[config.mk]
export PLATFORM = sky130hd
export DESIGN_NAME = sequencer
export DESIGN_NICKNAME = d
export VERILOG_FILES = /design/src/rtl/sequencer.sv
export SDC_FILE = /design/constraint.sdc
export NUM_CORES = 1
export LEC_CHECK = 0
export CORE_MARGIN = 2
export CORE_UTILIZATION = 47
export DETAILED_ROUTE_END_ITERATION = 8
export PLACE_DENSITY = 0.91
export SKIP_LAST_GASP = 1
export SYNTH_ARGS = -nofsm -noshare
export SYNTH_HDL_FRONTEND = slang
export SYNTH_SLANG_ARGS = --single-unit
[constraint.sdc]
create_clock -name clk -period 2.6 [get_ports clk]
set_input_delay 0.26 -clock clk [delete_from_list [all_inputs] [get_ports clk]]
set_output_delay 0.26 -clock clk [all_outputs]
set_load 0.05 [all_outputs]
[src/rtl/sequencer.sv]
// Microcode step sequencer: latches opcodes from the data bus, walks decoder steps,
// evaluates branch conditions and counts retired opcodes, with a sticky overflow trap.
module sequencer #(
  parameter int DATA_W = 8
) (
  input  logic              clk,
  input  logic              rst,
  input  logic              stall,
  input  logic [DATA_W-1:0] db_in,
  input  logic              done,
  input  logic              is_cond,
  input  logic [2:0]        next_cond,
  input  logic              flag_z,
  input  logic              flag_c,
  output logic [DATA_W-1:0] opcode,
  output logic [2:0]        step,
  output logic              boot,
  output logic              cond_met,
  output logic [15:0]       retire_count,
  output logic              seq_err
);

  typedef enum logic [1:0] {
    BOOT  = 2'd0,
    EXEC  = 2'd1,
    ERROR = 2'd2
  } state_t;

  state_t state;

  // Condition code lives in opcode[4:3]: NZ, Z, NC, C.
  function automatic logic cond_eval(input logic [1:0] cc, input logic z, input logic c);
    case (cc)
      2'd0:    return ~z;
      2'd1:    return z;
      2'd2:    return ~c;
      default: return c;
    endcase
  endfunction

  assign cond_met = cond_eval(opcode[4:3], flag_z, flag_c);
  assign boot     = (state == BOOT);

  always_ff @(posedge clk) begin
    if (rst) begin
      state        <= BOOT;
      opcode       <= '0;
      step         <= '0;
      retire_count <= '0;
      seq_err      <= 1'b0;
    end else if (!stall) begin
      case (state)
        BOOT: begin
          opcode <= db_in;
          step   <= '0;
          state  <= EXEC;
        end
        EXEC: begin
          if (done) begin
            opcode       <= db_in;
            step         <= '0;
            retire_count <= retire_count + 16'd1;
          end else if (is_cond && !cond_met) begin
            // A failed branch jumps anywhere, even from step 7, without trapping.
            step <= next_cond;
          end else if (step == 3'd7) begin
            state   <= ERROR;
            seq_err <= 1'b1;
          end else begin
            step <= step + 3'd1;
          end
        end
        default: ;
      endcase
    end
  end

endmodule

==> metrics.md, run 1 <==
| Metric | Value |
|---|---|
| Status | `completed` |
| Routed vias/inst | `about 5.2` |
| Design Power | `approximately 920 uW` |
| Netlist cell types | `28` |
| Largest net degree at the start of global routing | `19` |
| Final Util | `0.690` |
| Cells after Synth | `153` |
| Global route total overflow | `0` |
| Area Overhead vs Synth | `41.7%` |
| Worst r2r path cells | `5` |
| Critical path type | `reg2out` |
| Top-area cell type share of the netlist area | `0.451` |
| Cell Area, Synth | `approximately 1300 um2` |
| Vias in the first global route | `~1200` |
| FP Rows | `19` |
| WL final | `3110 um` |
| Pleak | `about 0.74 nW` |
| WL/cell | `around 13 um` |
| Total number of vias | `around 1200` |
| Initial antenna violation count | `0` |
| Placed insts | `roughly 230` |
| Place WS | `~390 ps` |
| Die W | `57.2 um` |
| CTS tree | `done` |
| Syn nets | `174` |
| Cell taking the most area after synthesis | `dfxtp_1` |
| Crit start category | `register` |
| Hold Path Depth | `2` |
| EDFF count, synth | `0` |
| Post-cts resize count | `0` |
| Final hold viol count | `0` |
| Antenna Violating Nets Remaining | `0` |
| Worst-path maximum fanout | `3` |
| DRC violations left | `0` |
| R2R Setup Slk | `just under 700 ps` |
| Tot GR Track Use | `0.209` |
| Pint | `around 660 uW` |
| Max-Cap Viols | `0` |
| Share of power burned in registers | `0.521` |
| R2R Path End | `step[1]` |
| Maximum vdd drop | `~0.35 mV` |
| Setup clock skew after layout | `between 7 and 8 ps` |
| Layout cells sized above 1 | `0.0640` |
| Yosys synthesis warning count | `0` |
| Fmax | `about 430 MHz` |
| # setup viols final | `0` |
| Initial DRC count | `24` |
| RR Startpoint | `opcode[4]` |
| Hpwl dp | `about 2400 um` |
| Layout Cells excl Fill | `about 230` |
| Period utilisation layout | `0.897` |
| Hold path startpoint | `opcode[2]` |
| Worst slew pin tran | `approximately 510 ps` |
| Core area | `around 2700 um2` |
| Die Y | `about 57 um` |
| Sw Share | `0.276` |
| Pins Over Slew Limit | `0` |
| Max clock buf depth | `2` |
| Required time worst endpoint | `about 2300 ps` |
| Initial DRT Pass Iterations | `4` |
| Ys async rst share | `0` |
| Most used DFF post-synth | `dfxtp_1` |
| Setup WS post-layout | `roughly 270 ps` |
| Cell types occupying the most area after synthesis | `dfxtp_1 (45%), xor2_1 (9.2%), nor2_1 (6.2%), nand2_1 (5.1%), nand3_1 (4.9%)` |
| Hold Crit Endpoint | `opcode[2]` |
| Worst min-delay path class | `reg2reg` |
| Sequential area share after synthesis | `0.451` |
| Total negative slack | `0 ps` |
| Rel. slew slack | `0.657` |
| Average size of a mapped cell | `between 8 and 9 um2` |
| CP Capture Type | `output pin` |
| Synth cell count leaders | `dfxtp_1 (30), nor2_1 (22), nand2_1 (18)` |
| CTS root buffer | `clkbuf_4` |
| Clock network power share | `0.315` |
| Power per cell area | `486 nW/um2` |
| CTS clk-pin slew, worst paths | `around 90 ps` |
| Max H-tree Level | `2` |
| First-pass GRT wire length | `between 5000 and 6000 um` |
| Unrepaired setup endpoints after global routing | `false` |
| Starting density of the core | `0.487` |
| Num CTS Buffers | `5` |
| Num Clock Sinks | `30` |
| Most frequent cell after synthesis | `dfxtp_1` |
| Gate power share | `0.164` |
| I/O Buffers | `between 40 and 50` |
| Sw Pwr | `about 250 uW` |
| ANT cells | `0` |
| Fin crit period | `2330 ps` |
| Num ports | `48` |
| RePlAce Congestion | `0.790` |
| Synthesis-stage register bit count | `30` |
| Total setup buffers inserted after CTS | `0` |
| Critical Path AT | `2070 ps` |
| Nets@finish | `223` |
| Hold buffers post-CTS | `0` |
| Die Footprint | `~3300 um2` |
| Worst-Skew Late Latency | `about 330 ps` |
-- power groups by stage --
| stage | logic [mW] | clock network [mW] | registers (mW) |
|---|---|---|---|
| final | 0.151 | 0.289 | 0.478 |
| after global routing | 0.160 | 0.312 | 0.479 |
| after CTS | 0.151 | 0.295 | 0.478 |
| after detailed placement | 0.150 | 0 | 0.488 |
| after global placement | 0.146 | 0 | 0.488 |
| after floorplan | 0.0563 | 0 | 0.519 |
-- metrics by stage --
step	instance area, um2	hold slack, ps
after floorplan	1330	408
after global placement	1830	442
after detailed placement	1830	450
after CTS	1890	463
after global routing	1890	487
final	1890	459
-- logic make-up (layout without fill, tap and decap cells) --
logic type / count (synthesis) / in the layout / synth area share
multiplexers: 5 / 5 / 0.0479
XOR/XNOR: 16 / 16 / 0.105
AND/OR/NAND/NOR: 72 / 72 / 0.264
adder cells (fa/ha/maj): 3 / 3 / 0.0282
AO/OA/AOI/OAI: 17 / 17 / 0.0733
flip-flops: 30 / 30 / 0.451
buffers and inverters: 10 / 60 / 0.0301
-- registers in the layout (all words and copies together), names as in the netlist --
signal        cells
opcode            8
state             2
seq_err           1
step              3
retire_count     16
-- cells in the final DEF, fill, tap and decap left out, types with 2 or more instances in the layout --
cell type / n
clkdlybuf4s50_1: 47
dfxtp_1: 30
nor2_1: 22
nand2_1: 18
xor2_1: 14
nand3_1: 13
a21oi_1: 11
and3_1: 5
clkbuf_4: 5
nor2b_1: 3
inv_1: 3
and4_1: 3
nand4_1: 3
ha_1: 3
mux2i_2: 2
nand2b_1: 2
xnor2_1: 2
a22oi_1: 2
buf_4: 2
-- layer usage --
layer | global-route usage | wire [um] | vias to the layer above
met5 | 0 | 0 | -
met4 | 0.0698 | 46 | 0
met3 | 0.0635 | 123 | 4
met2 | 0.383 | 1680 | 28
met1 | 0.229 | 1260 | 571
li1 | - | - | 620
-- worst max-delay path by stage --
stage,from,end
2_1_floorplan,opcode[4],step[1]
3_3_place_gp,flag_z,cond_met
3_5_place_dp,flag_z,cond_met
4_1_cts,opcode[4],cond_met
5_1_grt,opcode[4],cond_met
6_report,opcode[4],cond_met
-- worst max-delay path, cell delays in order (launching register included) --
cell and delay (ps):
dfxtp_1 400, mux2i_2 350, xor2_1 180, clkdlybuf4s50_1 820
-- cell type report --
cell class	instances	area, um2
flip-flops and latches	30	601
multi-input cells	113	691
well taps	31	38.8
fillers	224	847
inverters	3	11.3
repair buffers	49	485
clock inverters	1	5.00
clock buffers	7	55.1
(Power assumes the default switching activity.)
==> inputs of run 2 (changes only) <==
--- a/config.mk
+++ b/config.mk
@@ -8,6 +8,7 @@
 export CORE_MARGIN = 2
 export CORE_UTILIZATION = 47
 export DETAILED_ROUTE_END_ITERATION = 8
+export HOLD_SLACK_MARGIN = 0.03
 export PLACE_DENSITY = 0.91
 export SKIP_LAST_GASP = 1
 export SYNTH_ARGS = -nofsm -noshare
==> results of run 2 <==
Final layout, timing and power as in run 1 (identical DEF).
